===== src/rtl/mul_seq_pkg.sv =====
// Shared constants and types for the multi-cycle multiply sequencer.
package mul_seq_pkg;

  localparam int DEF_WIDTH = 32;

  localparam logic [1:0] ST_IDLE = 2'd0;
  localparam logic [1:0] ST_MUL  = 2'd1;
  localparam logic [1:0] ST_ACC  = 2'd2;
  localparam logic [1:0] ST_DONE = 2'd3;

  // Request attributes captured alongside the operands when start is taken
  typedef struct packed {
    logic       accumulate;
    logic       set_flags;
    logic [3:0] dest;
  } req_t;

  function automatic int cnt_w(input int w);
    return $clog2(w + 1);
  endfunction

endpackage


===== src/rtl/mul_shift_add_dp.sv =====
// Shift-add multiply datapath: one multiplier bit per step, optional accumulate.
module mul_shift_add_dp #(
  parameter int WIDTH = 32
) (
  input  logic             clk,
  input  logic             rst,
  input  logic             load,
  input  logic             step,
  input  logic             add_acc,
  input  logic [WIDTH-1:0] op_a,
  input  logic [WIDTH-1:0] op_b,
  input  logic [WIDTH-1:0] acc,
  output logic [WIDTH-1:0] product
);

  logic [WIDTH-1:0] mcand, mplier, acc_q;

  always_ff @(posedge clk) begin
    if (rst) begin
      mcand   <= '0;
      mplier  <= '0;
      acc_q   <= '0;
      product <= '0;
    end else if (load) begin
      mcand   <= op_a;
      mplier  <= op_b;
      acc_q   <= acc;
      product <= '0;
    end else if (step) begin
      // Carries past WIDTH bits fall off; only the low half is kept
      if (mplier[0]) product <= product + mcand;
      mcand  <= mcand << 1;
      mplier <= mplier >> 1;
    end else if (add_acc) begin
      product <= product + acc_q;
    end
  end

endmodule


===== src/rtl/mul_seq_ctrl.sv =====
// MUL/MLA sequencer: FSM and iteration counter around the shift-add datapath.
module mul_seq_ctrl
  import mul_seq_pkg::*;
#(
  parameter int WIDTH = DEF_WIDTH
) (
  input  logic             clk,
  input  logic             rst,
  input  logic             start,
  input  logic             accumulate,
  input  logic             set_flags,
  input  logic [WIDTH-1:0] op_a,
  input  logic [WIDTH-1:0] op_b,
  input  logic [WIDTH-1:0] acc,
  input  logic [3:0]       dest,
  input  logic             flush,
  output logic             busy,
  output logic             freeze,
  output logic             done,
  output logic [WIDTH-1:0] result,
  output logic [3:0]       result_dest,
  output logic             flags_we,
  output logic [1:0]       flags_nz
);

  localparam int CW = cnt_w(WIDTH);

  logic [1:0]       state, state_nx;
  logic [CW-1:0]    count;
  req_t             req_q;
  logic [WIDTH-1:0] product, result_q;
  logic [3:0]       dest_q;
  logic [1:0]       nz_q, nz;
  logic             take, last;

  assign take = (state == ST_IDLE) && start && !flush;
  assign last = (count == CW'(1));
  assign nz   = {product[WIDTH-1], product == '0};

  always_comb begin
    state_nx = state;
    unique case (state)
      ST_IDLE: if (take) state_nx = ST_MUL;
      ST_MUL:  if (last) state_nx = req_q.accumulate ? ST_ACC : ST_DONE;
      ST_ACC:  state_nx = ST_DONE;
      ST_DONE: state_nx = ST_IDLE;
      default: state_nx = ST_IDLE;
    endcase
    if (flush) state_nx = ST_IDLE;
  end

  always_ff @(posedge clk) begin
    if (rst) begin
      state    <= ST_IDLE;
      count    <= '0;
      req_q    <= '0;
      result_q <= '0;
      dest_q   <= '0;
      nz_q     <= '0;
    end else begin
      state <= state_nx;
      if (take) begin
        count <= CW'(WIDTH);
        req_q <= '{accumulate: accumulate, set_flags: set_flags, dest: dest};
      end else if (state == ST_MUL) begin
        count <= count - CW'(1);
      end
      // Hold copies keep the outputs stable once the next request clears product
      if (done) begin
        result_q <= product;
        dest_q   <= req_q.dest;
        nz_q     <= nz;
      end
    end
  end

  mul_shift_add_dp #(.WIDTH(WIDTH)) u_dp (
    .clk     (clk),
    .rst     (rst),
    .load    (take),
    .step    (state == ST_MUL),
    .add_acc (state == ST_ACC),
    .op_a    (op_a),
    .op_b    (op_b),
    .acc     (acc),
    .product (product)
  );

  assign busy        = (state != ST_IDLE);
  assign freeze      = take || (state == ST_MUL) || (state == ST_ACC);
  assign done        = (state == ST_DONE) && !flush;
  assign flags_we    = done && req_q.set_flags;
  assign result      = done ? product : result_q;
  assign result_dest = done ? req_q.dest : dest_q;
  assign flags_nz    = done ? nz : nz_q;

endmodule

===== config.mk =====
export PLATFORM = sky130hd
export DESIGN_NAME = mul_seq_ctrl
export DESIGN_NICKNAME = d
export VERILOG_FILES = /design/src/rtl/mul_seq_pkg.sv /design/src/rtl/mul_shift_add_dp.sv /design/src/rtl/mul_seq_ctrl.sv
export SDC_FILE = /design/constraint.sdc
export NUM_CORES = 1
export LEC_CHECK = 0
export BUFFER_PORTS_ARGS = -buffer_cell sky130_fd_sc_hd__buf_2
export CORE_ASPECT_RATIO = 2
export CORE_MARGIN = 2
export CORE_UTILIZATION = 59
export CTS_BUF_LIST = sky130_fd_sc_hd__clkbuf_8
export DETAILED_ROUTE_END_ITERATION = 8
export PLACE_DENSITY_LB_ADDON = 0.15
export SLEW_MARGIN = 15
export SYNTH_ARGS = -nofsm -noshare
export SYNTH_HDL_FRONTEND = slang
export SYNTH_HIERARCHICAL = 1
export SYNTH_SLANG_ARGS = --single-unit

===== constraint.sdc =====
create_clock -name clk -period 4.71 [get_ports clk]
set_input_delay 0.471 -clock clk [delete_from_list [all_inputs] [get_ports clk]]
set_output_delay 0.471 -clock clk [all_outputs]
set_load 0.02 [all_outputs]

After elaboration in Yosys (flattened, before gate mapping)
Index checks and enable logic that the tools add are counted.

Word-level logic and storage cells: 55. Register bits after elaboration: 180.

Add/sub/neg operators: 3. Eq/ne operators: 7. Muxes and demuxes: 16. Reductions and logical operators: 16.

Operators by type and width (count): 2-to-1 mux 32 bit (8); adder 32 bit (2); zero test 32 bit (1); 2-to-1 mux 6 bit (2); one-hot mux 2 bit (4 select lines) (1); == test 6 x 1 -> 1 bit (second input constant) (1); 2-to-1 mux 2 bit (3); inequality test 2 bit (second input constant) (3); nonzero test 2 bit (3); subtractor 6 x 1 -> 6 bit (second input constant) (1); == test 2 bit (second input constant) (2); logical AND 1 bit (4); 2-to-1 mux 4 bit (1); AND reduction 2 bit (2); OR reduction 2 bit (2); == test 2 x 1 -> 1 bit (second input constant) (1); zero test 2 bit (1); logical OR 1 bit (2); zero test 1 bit (1); 2-to-1 mux 1 bit (1).

Depth between registers and ports, before layout
Gate-level depths: netlist of run 1.

Word-level depth: 5. Mapped depth: 15. Depth with buffers taken out: 12.

Hierarchy
The synthesis of run 1 kept the hierarchy.

By module, submodules not included: mul_shift_add_dp (cells each 889, instances 1, area each 7312.0 um^2); mul_seq_ctrl (cells each 292, instances 1, area each 2288.4 um^2).

Least setup slack after synthesis of run 1
Ideal clock, no wire load.

Path kind: register to register. From: reg state[1]. To: reg u_dp.product[24]. Clock period less this slack: 4.090 ns. Buffers on the path: 3. Required time: 4.583 ns. Stages on the path, launching flop included: 16. Slack: 0.620 ns. Arrival: 3.963 ns. Library setup time: 0.127 ns. Cells stage by stage: dfxtp_1 inv_1 ha_1 buf_2 buf_1 clkbuf_1 mux2_2 ha_1 fa_1 a21oi_1 o21ai_1 a21oi_1 o21a_1 o21ai_1 nor4b_1 or3_1.

Longest elaborated chain between the ends: 4. Elaborated cells between the ends (all ways): 10.

RTL lines: from (decl) (line mul_seq_ctrl.sv:28) `logic [1:0] state, state_nx;`; from (signal assigned) (line mul_seq_ctrl.sv:61) `state <= state_nx;`; branches (longest 4 deep; another with == test 2 x 1 -> 1 bit); to (signal assigned) (line mul_shift_add_dp.sv:31) `if (mplier[0]) product <= product + mcand;`; to (signal assigned) (line mul_shift_add_dp.sv:35) `product <= product + acc_q;`; to (decl) (line mul_shift_add_dp.sv:13) `output logic [WIDTH-1:0] product`.

Several ways; the timed one is not identified. A chain may end at the register's enable or synchronous reset.

Worst setup path after layout of run 1
From: reg state[0]. To: reg u_dp.product[26].

Same word-level chain as after synthesis.

==> impl_results.md, run 1 <==
* Setup crit start kind: flip-flop
* DR WL/cell at 17.2 um
* Synthesized cell area at slightly below 10000 um2
* Peak supply drop at 0.000239 V
* Worst Hold Launch: op_a[29]
* Syn Nets at about 1300
* Final Wtd Congestion at 0.999
* Clock power frac at approximately a third
* CTS tree: done
* Initial core utilization at 59.6%
* Buffers plus inverters on the worst setup path at 1
* Fin nets at 1431
* Clock period minus worst slack at 3.98 ns
* Psw at 0.798 mW
* Required @ worst endpoint at 5.06 ns
* Final setup violation count at 0
* P per Cell Area at 276 nW/um2
* Tot Pwr at roughly 3 mW
* Avg Inst Size Synth at 8.13 um2
* Total I/O pin count at 148
* Total CTS buffers at 17
* Post-CTS Setup Bufs at 0
* Largest net degree at the start of global routing at 115
* CTS H-tree depth at 4
* Max Clock Freq at 251 MHz
* Crit-path cells: ha_4, buf_4, mux2_2, ha_1, and4_1, and3_2, nand2_1, o31ai_1, a21oi_1, mux2i_1, a211o_1
* Max Cap Violations at 0
* Number of I/O port buffers at 147
* RSZ-0062 raised after global routing: no
* Violation count after the first detailed-route iteration at 439
* Hold depth at 3
* Critical path class: reg -> reg
* End point of the worst hold path: u_dp/mcand[29]
* Relative slew slack at 26.3%
* Min Hold Slack at 0.235 ns
* Setup crit end kind: flip-flop
* Vias in the first global route at 8315
* CTS Root Cell: clkbuf_8
* Status: finished clean
* Comb power frac at 12.0%
* Die height at 184 um
* Setup TNS at 0 ns
* Syn Inst Count at 1181
* Prevailing post-synth register cell: dfxtp_1
* Post-synth ARST share at 0%
* CP delay by family, top: adder cells
* Lkg Pwr at 4.72 nW
* Hold Crit Class: in -> reg
* Syn. warnings at 6
* Clock Path Buffers at 2
* Initial antenna violation count at 3
* Cts hold-fix bufs at 0
* Vias per cell at around 5.7
* Post-synthesis sequential element count at 180
* TritonRoute pass-1 iters at 5
* Reg power frac at 54.2%
* Die width at 94.2 um
* # DRC at 0
* Total gr overflow at 0
* Skew-Pair Late Insertion Delay at 0.46 ns
* CP Depth at 11
* Clk sinks at 180
* Final hold violation count at 0
* Final setup skew at about 0.012 ns
* Critical Path Fanout Max at 38
* First-pass GRT wire length at 40900 um
* Post-synthesis sequential area ratio at 37.5%
* # rows at 66
* Post-cts sizing count at 0
* Crit-path slowest cell: ha_4
* Max incr delay on CP at 0.54 ns
* Worst R2R Setup Slack at 0.73 ns
* Fin crit share at a little over four fifths
* Reg clk slew, reported paths at 0.09 ns
* Netlist cell types at 71
* Final Max Slew Viols at 0
* P&R area growth vs syn at 12.0%
* Share of layout cells above drive strength 1 at a little under a fifth
* Number of synthesized flops with an enable pin at 0
* R2r startpoint: state[0]
* Cell-internal power at 2.17 mW
* Sw frac at 26.9%
* Reg2reg end: u_dp/product[26]
* Post-DP HPWL at 19100 um
* R2R cell count at 11
* Total global-route track usage at 30.3%
* WP data arrival at 4.34 ns
* CORE AREA at 16100 um2
* Via count at approximately 8600
* Final wirelength at approximately 26000 um
* Slew @ Worst Pin at 1.11 ns
* Die footprint at 17400 um2
* ANT nets after route at 0
tightest hold or removal path, stage by stage:
cell and delay (ns):
buf_2 0.08, a21oi_1 0.05, nor2_1 0.07
flip-flops by register name, summed over array words and instances, names as in the netlist:
register      count
count             6
dest_q            4
nz_q              2
req_q             6
result_q         32
state             2
u_dp/acc_q       32
u_dp/mcand       32
u_dp/mplier      32
u_dp/product     32
cell type report:
class,instances,area [um2]
fill,1445,5350
antenna,2,5.00
tap,204,255
clock inverter,12,105
timing repair buffer,156,806
clock buffer,19,262
multi-input combinational,911,5640
sequential,180,3600
inverter,21,83.8
layout by cell type (no fill, tap or decap), types with 9 or more instances in the layout:
master	instances
nand3_1	18
inv_1	19
ha_1	36
xor2_1	11
nor2b_1	36
nand4_1	9
a21o_1	12
dfxtp_1	180
a21oi_1	124
nand2_1	191
o21ai_0	19
mux2i_1	101
clkbuf_8	19
nor2_1	190
xnor2_1	14
buf_2	146
buf_4	10
mux2_2	32
routing by layer:
metal  vias to the layer above  GRT usage (%)  routed length [um]
met2                       229           53.4               13400
met1                      3990           32.9                9740
li1                       4262              -                   -
met3                        74           4.78                1200
met5                         -              0                  13
met4                         2           19.4                1520
cells in the mapped netlist, drive strengths merged (18+ instances only):
master    n  area, um2
nor2b    36        225
mux2     32        360
dfxtp   180       3600
nand2   193        734
nand3    18       90.1
nor2    190        713
inv      21       78.8
mux2i   101       1010
a21oi   129        679
clkbuf   37        139
o21ai    24        131
ha       37        463
buf      32        155
logic make-up after synthesis:
group,count (synthesis),share of synthesized area (%)
compound gates,220,14.1
flops,180,37.5
mux,133,14.3
simple gates,495,22.9
buf+inv,90,3.88
xor+xnor,25,2.28
fa+ha+maj,38,5.03
power by group through the flow:
stage / clock network [mW] / logic [mW] / registers (mW)
final: 1.00 / 0.355 / 1.61
after CTS: 1.03 / 0.354 / 1.61
after global routing: 1.09 / 0.394 / 1.61
after global placement: 0 / 0.344 / 1.64
after floorplan: 0 / 0.256 / 1.63
after detailed placement: 0 / 0.352 / 1.64
worst max-delay path by stage:
stage                  start               end
finish              state[0]  u_dp/product[26]
CTS                 state[0]  u_dp/product[26]
detailed placement  state[0]  u_dp/product[26]
global route        state[0]  u_dp/product[26]
floorplan           state[1]  u_dp/product[24]
global placement    state[1]  u_dp/product[26]
stage by stage:
step	worst slack [ns]	cell area (um2)	util, %	cells
2_1_floorplan	0.620	9600	-	1181
3_3_place_gp	0.881	10400	64.5	1472
3_5_place_dp	0.775	10400	64.5	1472
4_1_cts	0.755	10800	66.8	1503
5_1_grt	0.476	10800	66.8	1505
6_report	0.727	10800	66.8	1505
No activity file was read; power rests on OpenSTA's default activity.
==> run 2, diff against run 1 <==
- CORE_UTILIZATION: 59 -> 54
- clock period: 4.71 -> 3.3 ns (I/O delays scaled with it)
==> run 2 against run 1 <==
Fmax rose by 22%. Clock skew is 0.0038 ns higher. Clock power is 53% higher. Worst setup slack worse by 0.69 ns. Register-to-register slack worse by 0.69 ns. Critical path depth rose by 2. Sequential share of layout area down 1.4 points. Routed wire length rose by 4.6%. Core utilization down 3.1 points. Combinational power is 54% higher. Critical endpoint is now u_dp/product[27]. Largest cell class unchanged. Highest routed layer unchanged.
==> impl_results.md, run 2 (synthesis gave the netlist of run 1 again) <==
* Status: finished clean
* CTS Root Cell: clkbuf_8
* Max Clock Freq at 307 MHz (+22%)
* Final Max Slew Viols at 0 (unchanged)
* Utilization after layout at 63.7% (-3.1 points)
* P&R area growth vs syn at 16.8%
* Peak supply drop at 0.000286 V (+20%)
* Die width at 98.3 um (+4.3%)
* Fin crit share at 98.8% (+14 points)
* WP data arrival at 3.63 ns (-0.71 ns)
* Final wirelength at 27100 um (+4.6%)
* Vias per cell at 5.61 (-1.4%)
* DP Area at 10700 um2 (+2.7%)
* Slew @ Worst Pin at 0.922 ns (-0.183 ns)
* # rows at 69 (+4.5%)
* Critical path class: reg -> reg
* Cts hold-fix bufs at 0 (unchanged)
* TritonRoute pass-1 iters at 5 (unchanged)
* Lkg Pwr at 4.94 nW (+4.7%)
* Clock period minus worst slack at 3.26 ns (-0.723 ns)
* Relative slew slack at 38.5% (+12 points)
* CTS H-tree depth at 4 (unchanged)
* Initial antenna violation count at 2 (-1)
* Die footprint at 18900 um2 (+9.0%)
* End point of the worst hold path: u_dp/mcand[12]
* RSZ-0062 raised after global routing: yes
* # DRC at 0 (unchanged)
* CP delay by family, top: simple AND/OR/NAND/NOR gates
* Number of I/O port buffers at 147 (unchanged)
* Setup crit start kind: flip-flop
* Cell-internal power at 3.12 mW (+44%)
* Setup crit end kind: flip-flop
* Final setup skew at 0.0162 ns (+0.00379 ns)
* Psw at 1.26 mW (+58%)
* Reg power frac at 52.5% (-1.7 points)
* CORE AREA at 17600 um2 (+9.4%)
* Final hold violation count at 0 (unchanged)
* Final Instance Area at 11200 um2 (+4.3%)
* Die height at 193 um (+4.4%)
* Crit-path slowest cell: or4_1
* Total CTS buffers at 17 (unchanged)
* Max Cap Violations at 0 (unchanged)
* Worst Hold Launch: op_a[12]
* P per Cell Area at 390 nW/um2 (+42%)
* ANT nets after route at 0 (unchanged)
* Required @ worst endpoint at 3.67 ns (-1.39 ns)
* Total gr overflow at 0 (unchanged)
* Comb power frac at 12.5% (+0.5 points)
* Final Wtd Congestion at 0.986 (-1.3%)
* Final setup violation count at 0 (unchanged)
* Most frequent cells in the layout: nand2_1 (191), nor2_1 (190), dfxtp_1 (179), buf_2 (146), a21oi_1 (121)
* Critical Path Fanout Max at 4 (-89%)
* Hold depth at 3 (unchanged)
* Clock power frac at 35.0% (+1.2 points)
* R2R cell count at 13 (+2)
* Fin cells at 1557 (+3.5%)
* Reg clk slew, reported paths at 0.11 ns (+0.02 ns)
* First-pass GRT wire length at 42100 um (+2.9%)
* Post-placement cell count at 1514 (+2.9%)
* Fin nets at 1474 (+3.0%)
* Total global-route track usage at 27.9% (-2.4 points)
* Vias in the first global route at 8311 (-0.048%)
* Fillers at 1605 (+11%)
* Worst R2R Setup Slack at 0.04 ns (-0.69 ns)
* Commonest non-fill, non-tap cell in the layout: nand2_1
* Violation count after the first detailed-route iteration at 531 (+21%)
* Total I/O pin count at 148 (unchanged)
* Sw frac at 28.8% (+1.9 points)
* Buffers plus inverters on the worst setup path at 3 (+2)
* Via count at 8731 (+2.0%)
* Initial core utilization at 54.5% (-5.1 points)
* Max incr delay on CP at 0.51 ns (-0.03 ns)
* Skew-Pair Late Insertion Delay at 0.47 ns (about the same)
* Post-DP HPWL at 19600 um (+2.7%)
* Share of layout cells above drive strength 1 at 22.6% (+3.8 points)
* R2r startpoint: state[1]
* Hold Crit Class: in -> reg
* Reg2reg end: u_dp/product[27]
* Crit-path cells: inv_2, ha_4, clkbuf_4, buf_4, mux2_2, ha_1, a211oi_2, nor3_2, o21ai_4, nand2_2, and4_4, or4_1, a32o_1
* DR WL/cell at 17.4 um (+1.1%)
* CTS tree: done
* Clock Path Buffers at 2 (unchanged)
* Largest net degree at the start of global routing at 162 (+41%)
* Clk sinks at 180 (unchanged)
## run 2: changes by cell type in the layout (fill, tap and decap cells not counted), moves of 3 or more
cell and change:
inv_1 -3, a21oi_2 +3, a21oi_1 -3, ha_1 -4, inv_6 +3, buf_12 +3
ha_2 +3, buf_4 +37
## run 2: layout make-up
type / instances / area, um2 / share of cell area [%]
tap: 213 / 267 / 2.38
multi-input combinational: 911 / 5690 / 50.7
inverter: 21 / 83.8 / 0.747
clock buffer: 17 / 234 / 2.09
clock inverter: 15 / 165 / 1.47
antenna: 1 / 2.50 / 0.0223
sequential: 180 / 3600 / 32.1
timing repair buffer: 199 / 1170 / 10.5
## run 2: what timing repair did
| item | CTS | global route |
|---|---|---|
| resized for setup | 0 | 9 |
| setup buffers | 1 | 9 |
| setup endpoints to repair | 2 | 9 |
| pin swaps | 1 | 4 |
## run 2: worst max-delay path by stage
stage | from | endpoint | slack [ns] | cells after the start
2_1_floorplan | state[1] | u_dp/product[27] | 0.008 | 15
3_3_place_gp | state[1] | u_dp/product[31] | 0.01 | 12
3_5_place_dp | state[0] | u_dp/product[31] | -0.02 | 11
4_1_cts | state[1] | u_dp/product[27] | 0.03 | 12
5_1_grt | state[1] | u_dp/product[27] | -0.15 | 13
6_report | state[1] | u_dp/product[27] | 0.04 | 13
## run 2: per-layer routing
metal / GRT usage (%) / routed length (um) / vias to the layer above
li1: - / - / 4349
met1: 31.3 / 10600 / 4094
met2: 50.5 / 14100 / 222
met3: 3.91 / 963 / 64
met4: 14.9 / 1370 / 2
met5: 0 / 11 / -
## run 2: per-stage QoR
| stage | setup slack [ns] | power (mW) | hold WS, ns | TNS, ns |
|---|---|---|---|---|
| after floorplan | 0.00849 | 2.70 | 0.432 | 0 |
| after global placement | 0.0125 | 2.86 | 0.439 | 0 |
| after detailed placement | -0.0199 | 2.88 | 0.448 | -0.0259 |
| after CTS | 0.0316 | 4.40 | 0.0616 | 0 |
| after global routing | -0.146 | 4.55 | 0.0683 | -0.472 |
| final | 0.0399 | 4.38 | 0.0851 | 0 |
## run 2: power by group through the flow
stage | logic, mW | clock network, mW | registers, mW
after CTS | 0.535 | 1.57 | 2.30
after floorplan | 0.374 | 0 | 2.33
after global placement | 0.518 | 0 | 2.34
final | 0.548 | 1.53 | 2.30
after global routing | 0.604 | 1.64 | 2.31
after detailed placement | 0.529 | 0 | 2.35
## run 2: worst register-to-register path, stage by stage (launching register included)
cell and delay (ns):
dfxtp_1 0.33, inv_2 0.09, ha_4 0.15, clkbuf_4 0.20, buf_4 0.13, mux2_2 0.36, ha_1 0.32, a211oi_2 0.32
nor3_2 0.10, o21ai_4 0.16, nand2_2 0.07, and4_4 0.18, or4_1 0.51, a32o_1 0.25
==> run 3, diff against run 2 <==
- ABC_AREA: unset -> 1
==> run 3 against run 2 <==
Final area grew 0.98%. Flip-flop and latch count is the same. Via count grew 13%. Synthesized area grew 4.8%. Non-clock buffer count shrank 34. Clock skew shrank 0.0029 ns. Critical path type is now reg -> out. Largest power group unchanged.
==> impl_results.md, run 3 <==
* Status: finished clean
* Clock period minus worst slack at 2.99 ns (-0.275 ns)
* Reg clk slew, reported paths at 0.09 ns (-0.02 ns)
* Fin nets at 1814 (+23%)
* Total CTS buffers at 17 (unchanged)
* Post-DP HPWL at 20800 um (+6.2%)
* Fin crit share at 90.5% (-8.3 points)
* Crit-path slowest cell: dfxtp_1
* ANT cells at 0 (-1)
* Initial core utilization at 55.0% (+0.48 points)
* Fillers at 1800 (+12%)
* DR WL/cell at 14.3 um (-18%)
* Final setup violation count at 0 (unchanged)
* Vias per cell at 5.19 (-7.4%)
* Cts hold-fix bufs at 0 (unchanged)
* Number of synthesized flops with an enable pin at 0 (unchanged)
* Top cells by count, synth: nand2_1 (469), inv_1 (229), dfxtp_1 (180), nor2_1 (176), o21ai_0 (107)
* Die footprint at 19800 um2 (+4.7%)
* Lkg Pwr at 6.28 nW (+27%)
* Syn Inst Count at 1550 (+31%)
* Peak supply drop at 0.000286 V (-0.26%)
* Via count at 9852 (+13%)
* Post-cts sizing count at 0 (unchanged)
* Tot Pwr at 4.88 mW (+12%)
* Synthesized cell area at 10100 um2 (+4.8%)
* Prevailing post-synth register cell: dfxtp_1
* Final setup skew at 0.0133 ns (-0.00289 ns)
* Most frequent cells in the layout: nand2_1 (469), inv_1 (230), dfxtp_1 (180), nor2_1 (176), buf_2 (147)
* Cell taking the most area after synthesis: dfxtp_1
* Fin cells at 1898 (+22%)
* Post-synth ARST share at 0% (unchanged)
* Most frequent cell after synthesis: nand2_1
* Syn Nets at 1694 (+28%)
* Setup TNS at 0 ns (unchanged)
* Total global-route track usage at 27.8% (-0.088 points)
* Critical Path Fanout Max at 17 (+13)
* Relative slew slack at 24.6% (-14 points)
* Final Wtd Congestion at 0.976 (-1.0%)
* Final wirelength at 27200 um (+0.26%)
* Number of I/O port buffers at 147 (unchanged)
* Post-synthesis sequential area ratio at 35.8% (-1.7 points)
* Violation count after the first detailed-route iteration at 416 (-22%)
* Crit path launch: state[0]
* R2R cell count at 17 (+4)
* Max Cap Violations at 0 (unchanged)
* Netlist cell types at 43 (-39%)
* Ranking of synthesized cells by area: dfxtp_1 (36%), nand2_1 (17%), inv_1 (8.5%)
* Commonest non-fill, non-tap cell in the layout: nand2_1
* Required @ worst endpoint at 2.97 ns (-0.70 ns)
* Final Max Slew Viols at 0 (unchanged)
* CORE AREA at 18300 um2 (+3.9%)
* Largest net degree at the start of global routing at 65 (-60%)
* Setup crit start kind: flip-flop
* Die width at 101 um (+2.3%)
* Final Worst Setup Slack at 0.315 ns (+0.275 ns)
* First-pass GRT wire length at 43700 um (+4.0%)
* Max Clock Freq at 335 MHz (+9.2%)
* Max incr delay on CP at 0.43 ns (-0.08 ns)
* Crit path to: result[1]
* DP Worst Slack at 0.397 ns (+0.417 ns)
* Initial antenna violation count at 0 (-2)
* CTS Root Cell: clkbuf_8
* Final Instance Area at 11300 um2 (+0.98%)
* Clock Path Buffers at 2 (unchanged)
* Crit-path cells: ha_1, inv_1, nor2_2, inv_1, buf_4, o21ai_0, inv_1, buf_2
* CTS H-tree depth at 4 (unchanged)
* # rows at 70 (+1.4%)
* Cell mode on critical path: inv_1
* CTS tree: done
* P per Cell Area at 431 nW/um2 (+10%)
* Post-CTS Setup Bufs at 0 (-1)
* Skew-Pair Late Insertion Delay at 0.47 ns (about the same)
* ANT nets after route at 0 (unchanged)
* Total I/O pin count at 148 (unchanged)
* Multi-input gate area at 5280 um2 (-7.1%)
* WP data arrival at 2.66 ns (-0.97 ns)
* Final hold violation count at 0 (unchanged)
* Vias in the first global route at 9468 (+14%)
* Syn. warnings at 6 (unchanged)
* Top-area cell type share of the netlist area at 35.8% (-1.7 points)
* Avg Inst Size Synth at 6.49 um2 (-20%)
* Worst R2R Setup Slack at 0.33 ns (+0.29 ns)
* Reg2reg end: u_dp/product[24]
* TritonRoute pass-1 iters at 5 (unchanged)
* R2r startpoint: state[1]
* RSZ-0062 raised after global routing: no
* Hold Crit Class: in -> reg
* Share of layout cells above drive strength 1 at 15.3% (-7.3 points)
* DP Area at 10900 um2 (+2.2%)
* # DRC at 0 (unchanged)
* Post-synthesis sequential element count at 180 (unchanged)
* Slew @ Worst Pin at 1.13 ns (+0.207 ns)
* CP delay by family, top: buffers and inverters
* Worst Hold Launch: acc[27]
* Buffers plus inverters on the worst setup path at 5 (+2)
* Critical path class: reg -> out
* P&R area growth vs syn at 12.5%
* CP Depth at 8 (-5)
* Setup crit end kind: output pin
* Clk sinks at 180 (unchanged)
* Post-placement cell count at 1867 (+23%)
* Die height at 197 um (+2.3%)
* Reg area at 3600 um2 (about the same)
* Total gr overflow at 0 (unchanged)
[run 3: cell count changes after synthesis, sizes merged, moves of 31 or more]
cell	change
nand2	+287
inv	+211
mux2i	-101
o21ai	+101
a21oi	-88
nor2b	-36
or2	+34
mux2	-32
nand3	+31
[run 3: power by group]
| part | switching [mW] | total, mW | internal (mW) |
|---|---|---|---|
| registers | 0.0981 | 2.41 | 2.31 |
| logic | 0.552 | 0.857 | 0.305 |
| clock network | 0.810 | 1.62 | 0.810 |
[run 3: cell type report]
type / instances / area share [%]
inverters: 233 / 7.72
flip-flops and latches: 180 / 31.8
repair buffers: 165 / 7.69
clock inverters: 11 / 1.33
multi-input cells: 1073 / 46.6
well taps: 216 / 2.39
clock buffers: 20 / 2.43
[run 3: through the flow]
stage / hold WS, ns / utilization [%]
final: 0.0780 / 61.9
after global routing: 0.0666 / 61.9
after CTS: 0.0575 / 61.9
after detailed placement: 0.455 / 59.6
after global placement: 0.453 / 59.6
after floorplan: 0.424 / -
[run 3: cells by family (layout without fill, tap and decap cells)]
logic type | count (synthesis) | after routing | share of synthesized area, %
AOI/OAI and AO/OA | 254 | 254 | 15.0
xor gates and xnor gates | 16 | 16 | 1.39
adders and majority gates | 38 | 38 | 4.80
buffers and inverters | 297 | 429 | 11.8
DFF | 180 | 180 | 35.8
and+or+nand+nor | 765 | 765 | 31.2
[run 3: worst reg2reg max path, cell delays in order, from the launching register on]
cell and delay [ns]:
dfxtp_1 0.39, inv_1 0.09, ha_1 0.25, buf_4 0.24, nand2_1 0.09, nand2_1 0.06
ha_1 0.25, fa_1 0.45, nand3_1 0.11, nand3_1 0.16, nand2_1 0.13, nand2_1 0.12
nand2_1 0.16, nand3_1 0.09, nand2_1 0.07, nand3_1 0.11, nand2_1 0.09, inv_1 0.03
[run 3: worst min-delay path by stage]
stage | cells after the start | slack, ns | to
floorplan | 2 | 0.42 | u_dp/acc_q[31]
detailed placement | 2 | 0.46 | u_dp/mplier[26]
CTS | 3 | 0.06 | req_q[3]
global placement | 2 | 0.45 | req_q[4]
global route | 3 | 0.07 | req_q[0]
finish | 3 | 0.08 | u_dp/acc_q[27]
[run 3: layer usage]
metal  part of all wire (%)  global-route usage, %  wire, um
met5                      0                      0         0
met4                    5.0                   16.0      1350
met3                    3.4                   3.11       933
met2                     52                   51.2     14100
met1                     40                   30.0     10800
